$ cat config.mk
export PLATFORM = sky130hd
export DESIGN_NAME = regfile_dump_ctrl_flat
export DESIGN_NICKNAME = d
export VERILOG_FILES = /design/src/rtl/regfile_dump_ctrl_if.sv /design/src/rtl/regfile_dump_ctrl.sv /design/src/flat_wrapper.sv
export SDC_FILE = /design/constraint.sdc
export NUM_CORES = 1
export LEC_CHECK = 0
export CORE_UTILIZATION = 35
export DETAILED_ROUTE_END_ITERATION = 12
export GPL_ROUTABILITY_DRIVEN = 1
export HOLD_SLACK_MARGIN = 0.06
export PLACE_DENSITY = 0.73
export SKIP_LAST_GASP = 1
export SLEW_MARGIN = 20
export SYNTH_ARGS = -nofsm -noshare
export SYNTH_HDL_FRONTEND = slang
export SYNTH_SLANG_ARGS = --single-unit
$ cat constraint.sdc
create_clock -name clk -period 1.92 [get_ports clk]
set_input_delay 0.288 -clock clk [delete_from_list [all_inputs] [get_ports clk]]
set_output_delay 0.288 -clock clk [all_outputs]
set_load 0.05 [all_outputs]
$ cat src/rtl/regfile_dump_ctrl_if.sv
// Byte stream port of the register-file dump controller: data/valid/last from the
// controller, ready from the sink.
interface regfile_dump_ctrl_if #(
  parameter int unsigned DATA_W = 8
) ();

  logic [DATA_W-1:0] dump_data;
  logic              dump_valid;
  logic              dump_ready;
  logic              dump_last;

  modport master (
    output dump_data,
    output dump_valid,
    output dump_last,
    input  dump_ready
  );

  modport slave (
    input  dump_data,
    input  dump_valid,
    input  dump_last,
    output dump_ready
  );

endinterface

$ cat src/rtl/regfile_dump_ctrl.sv
// Walks the register file read port from address 0 to NUM_REGS-1 and streams one byte per
// register. Define REGFILE_DUMP_CHECKSUM_EN to append an XOR checksum byte to every dump.
module regfile_dump_ctrl #(
  parameter int unsigned NUM_REGS = 8,
  parameter int unsigned ADDR_W   = 3,
  parameter int unsigned DATA_W   = 8
) (
  input  logic                     clk,
  input  logic                     reset,
  input  logic                     start,
  output logic [ADDR_W-1:0]        read_addr_out,
  input  logic [DATA_W-1:0]        reg_data_in,
  regfile_dump_ctrl_if.master      dump,
  output logic                     busy,
  output logic                     done
);

  localparam logic [ADDR_W-1:0] LastAddr = ADDR_W'(NUM_REGS - 1);

`ifdef REGFILE_DUMP_CHECKSUM_EN
  typedef enum logic [2:0] {
    StIdle,
    StFetch,
    StSend,
    StDone,
    StCsum
  } state_e;
`else
  typedef enum logic [2:0] {
    StIdle,
    StFetch,
    StSend,
    StDone
  } state_e;
`endif

  state_e              state_q, state_d;
  logic [ADDR_W-1:0]   addr_q, addr_d;
  logic [DATA_W-1:0]   data_q, data_d;
  logic                valid_q, valid_d;
  logic                last_q, last_d;
`ifdef REGFILE_DUMP_CHECKSUM_EN
  logic [DATA_W-1:0]   csum_q, csum_d;
`endif

  always_comb begin
    state_d = state_q;
    addr_d  = addr_q;
    data_d  = data_q;
    valid_d = valid_q;
    last_d  = last_q;
`ifdef REGFILE_DUMP_CHECKSUM_EN
    csum_d  = csum_q;
`endif
    unique case (state_q)
      StIdle: begin
        if (start) begin
          state_d = StFetch;
          addr_d  = '0;
`ifdef REGFILE_DUMP_CHECKSUM_EN
          csum_d  = '0;
`endif
        end
      end
      StFetch: begin
        // Only capture point: later register writes cannot disturb the byte in flight.
        data_d  = reg_data_in;
        valid_d = 1'b1;
`ifdef REGFILE_DUMP_CHECKSUM_EN
        last_d  = 1'b0;
`else
        last_d  = (addr_q == LastAddr);
`endif
        state_d = StSend;
      end
      StSend: begin
        if (valid_q && dump.dump_ready) begin
`ifdef REGFILE_DUMP_CHECKSUM_EN
          csum_d = csum_q ^ data_q;
`endif
          if (addr_q != LastAddr) begin
            addr_d  = addr_q + ADDR_W'(1);
            valid_d = 1'b0;
            last_d  = 1'b0;
            state_d = StFetch;
          end else begin
`ifdef REGFILE_DUMP_CHECKSUM_EN
            // Checksum byte follows immediately; valid stays high.
            data_d  = csum_q ^ data_q;
            last_d  = 1'b1;
            state_d = StCsum;
`else
            valid_d = 1'b0;
            last_d  = 1'b0;
            state_d = StDone;
`endif
          end
        end
      end
`ifdef REGFILE_DUMP_CHECKSUM_EN
      StCsum: begin
        if (valid_q && dump.dump_ready) begin
          valid_d = 1'b0;
          last_d  = 1'b0;
          state_d = StDone;
        end
      end
`endif
      StDone: begin
        state_d = StIdle;
      end
      default: begin
        state_d = StIdle;
      end
    endcase
  end

  always_ff @(posedge clk) begin
    if (reset) begin
      state_q <= StIdle;
      addr_q  <= '0;
      data_q  <= '0;
      valid_q <= 1'b0;
      last_q  <= 1'b0;
`ifdef REGFILE_DUMP_CHECKSUM_EN
      csum_q  <= '0;
`endif
    end else begin
      state_q <= state_d;
      addr_q  <= addr_d;
      data_q  <= data_d;
      valid_q <= valid_d;
      last_q  <= last_d;
`ifdef REGFILE_DUMP_CHECKSUM_EN
      csum_q  <= csum_d;
`endif
    end
  end

  assign read_addr_out   = addr_q;
  assign dump.dump_data  = data_q;
  assign dump.dump_valid = valid_q;
  assign dump.dump_last  = last_q;

`ifdef REGFILE_DUMP_CHECKSUM_EN
  assign busy = (state_q == StFetch) || (state_q == StSend) || (state_q == StCsum);
`else
  assign busy = (state_q == StFetch) || (state_q == StSend);
`endif
  assign done = (state_q == StDone);

endmodule

$ cat src/flat_wrapper.sv
// flat-port wrapper written by rule: the top's interface ports become plain ports
module regfile_dump_ctrl_flat 
#(
  parameter int unsigned NUM_REGS = 8,
  parameter int unsigned ADDR_W   = 3,
  parameter int unsigned DATA_W   = 8
)
  (clk, reset, start, read_addr_out, reg_data_in, busy, done, dump_dump_data, dump_dump_valid, dump_dump_last, dump_dump_ready);
  regfile_dump_ctrl_if #(.DATA_W(DATA_W)) dump_i ();
  input  logic clk;
  input  logic reset;
  input  logic start;
  output logic [ADDR_W-1:0] read_addr_out;
  input  logic [DATA_W-1:0] reg_data_in;
  output logic busy;
  output logic done;
  output wire logic [$bits(dump_i.dump_data)-1:0] dump_dump_data;
  output wire logic [$bits(dump_i.dump_valid)-1:0] dump_dump_valid;
  output wire logic [$bits(dump_i.dump_last)-1:0] dump_dump_last;
  input wire logic [$bits(dump_i.dump_ready)-1:0] dump_dump_ready;
  assign dump_dump_data = dump_i.dump_data;
  assign dump_dump_valid = dump_i.dump_valid;
  assign dump_dump_last = dump_i.dump_last;
  assign dump_i.dump_ready = dump_dump_ready;
  regfile_dump_ctrl #(.NUM_REGS(NUM_REGS), .ADDR_W(ADDR_W), .DATA_W(DATA_W)) u_core (.clk(clk), .reset(reset), .start(start), .read_addr_out(read_addr_out), .reg_data_in(reg_data_in), .dump(dump_i), .busy(busy), .done(done));
endmodule
==> impl_results.md <==
* DR WL/cell at 11.1 µm
* Slowest library cell on the worst path: clkdlybuf4s50_1
* Post-route worst setup slack at 0.112 ns
* CTS tree: built
* Final Slew Violations at 0
* Resize count post-CTS at 0
* Dpl ws at 0.188 ns
* GR Util met1 at 0.183
* Post-layout minimum cycle time at 1.81 ns
* Syn avg cell area at 10.2 µm²
* Number of global-route vias before repair at 513
* Final Util at 0.540
* MaxCap Viol Count at 0
* Worst-Margin Slew at 0.513 ns
* Fin crit share at 0.942
* Met2 Track Usage GR at 0.205
* Area post-placement at 0.00104 mm²
* Status: complete, no violations
* Critical Path Fanout Max at 4
* Final Wtd Congestion at approximately 0.74
* Synthesized Nets at 93
* TritonRoute pass-1 iters at 4
* Power density over the cells at between 1000 and 1500 mW/mm²
* Share of layout cells above drive strength 1 at 0.0990
* Via density at 4.63
* PortBufs at 26
* RSZ-0062 raised after global routing: no
* #FFs+latches synth at 15
* Critical Path RT at 1.63 ns
* Startpoint Class: flip-flop
* Worst Path Buf+Inv at 1
* Std-Cell Rows at 16
* Die area at 0.00232 mm²
* Slew HR at 0.657
* Max incr delay on CP at 0.83 ns
* CTS Buffer Depth at 2
* Grt ovf at 0
* Routed via count at 592
* DRC at 0
* Root Driver: clkbuf_4
* Clock skew at just under 0.006 ns
* Number of top-level pins at 27
* Setup Crit Path Kind: reg2out
* Yosys Warn Count at 0
* Largest net degree at the start of global routing at 18
* CP delay by family, top: buffers and inverters
* Antenna cells at 0
* Hold Vio Cnt, Final at 0
* H-tree depth at 1
* Initial antenna violation count at 0
* Worst Path Arrival at about 1.5 ns
* Setup TNS at 0 ns
* Post-Syn Instances at 73
* Most frequent cells in the layout: clkdlybuf4s50_1 (24), dfxtp_1 (15), mux2i_1 (11)
* Initial Util at 0.377
* Pwr Total at 1.32 mW
* Clk pin slew, worst setup/hold paths at 0.09 ns
* Fmax at between 0.5 and 0.6 GHz
* Min-Delay Path Class: reg2reg
* Area of the mapped netlist at 747 µm²
* Post-synthesis sequential area ratio at 0.402
* Critical path, cell by cell: clkdlybuf4s50_1
* Global routing usage on met3 at 0.0296
* Leakage at roughly 0.42 nW
* Final wirelength at 1420 µm
* Core footprint at 0.00198 mm²
* Worst-skew pair later-pin latency at 0.27 ns
* First-pass GRT wire length at 2200 µm
* All-layer global routing usage at 0.134
* HPWL Detailed at 1070 µm
* Yosys cell types at 19
* Setup bufs post-CTS at 0
* Die Y at a little under 50 µm
* Worst vdd rail ir drop at 581 µV
* Final setup vio count at 0
* CTS Buf Count at 3
* Clock sinks at 15
* Commonest non-fill, non-tap cell in the layout: clkdlybuf4s50_1
* CTS Hold Buffers Added at 0
* Die width at ~48 µm
* DRT antenna net count at 0
* Final net count at around 120
* Busiest layer in global routing: met2
* Starting DRT DRC Count at 9
* Synth-to-Final Area Change at 43.4%
* Design area at ~0.0011 mm²
* Crit path capture type: output pin
[cell families after synthesis]
family                     Yosys count  share of synthesized area
AOI/OAI and AO/OA                    8                      0.104
adders and majority gates            8                      0.134
buffers and inverters                5                     0.0268
DFF                                 15                      0.402
muxes                               11                      0.147
and+or+nand+nor                     26                      0.186
[power breakdown]
part	switching [mW]	total, mW	internal [mW]
logic	0.420	0.730	0.310
clock network	0.0979	0.175	0.0771
registers	0.0467	0.417	0.370
[sequential cells by signal, summed over array words and instances, names as in the netlist]
signal,count
u_core.dump.dump_valid,1
u_core.read_addr_out,3
u_core.dump.dump_last,1
u_core.state_q,2
u_core.dump.dump_data,8
[path summary, 6_finish.rpt]
path / depth (start not counted) / to / from / slack [ns]
max reg2reg: 5 / u_core.read_addr_out[0] / u_core.state_q[0] / 0.19
max: 1 / dump_dump_valid / u_core.dump.dump_valid / 0.11
min reg2reg: 2 / u_core.dump.dump_data[4] / u_core.dump.dump_data[4] / 0.50
min: 2 / u_core.dump.dump_data[4] / u_core.dump.dump_data[4] / 0.50
[metrics by stage]
step | hold slack, ns | cells
4_1_cts | 0.504 | 128
3_3_place_gp | 0.475 | 124
5_1_grt | 0.540 | 128
3_5_place_dp | 0.483 | 124
2_1_floorplan | 0.435 | 73
6_report | 0.496 | 128
[Yosys cell counts]
cell,n,share of area
a2111oi_4,1,0.037
a21boi_4,1,0.025
a21oi_1,3,0.020
a31oi_1,1,0.0084
buf_2,1,0.0067
clkbuf_1,2,0.010
dfxtp_1,15,0.40
ha_1,8,0.13
inv_1,2,0.010
mux2i_1,11,0.15
nand2_1,3,0.015
nand2b_1,3,0.025
nand3_1,1,0.0067
nand3b_1,3,0.030
nor2_1,10,0.050
nor2b_1,2,0.017
o21ai_0,2,0.013
or3b_2,1,0.012
or4_1,3,0.030
[area by class of cell]
type                       instances  area [µm²]
clock buffer                       3        22.5
clock inverter                     1        5.00
fill                             183         911
inverter                           2        7.51
multi-input combinational         53         427
sequential                        15         300
tap                               27        33.8
timing repair buffer              27         275
[per-layer routing]
metal	share of wire	routed length (µm)
met4	0.0064	9
met3	0.057	81
met2	0.44	617
met1	0.50	709
met5	0	0
Power figures use the tool's default switching activity.
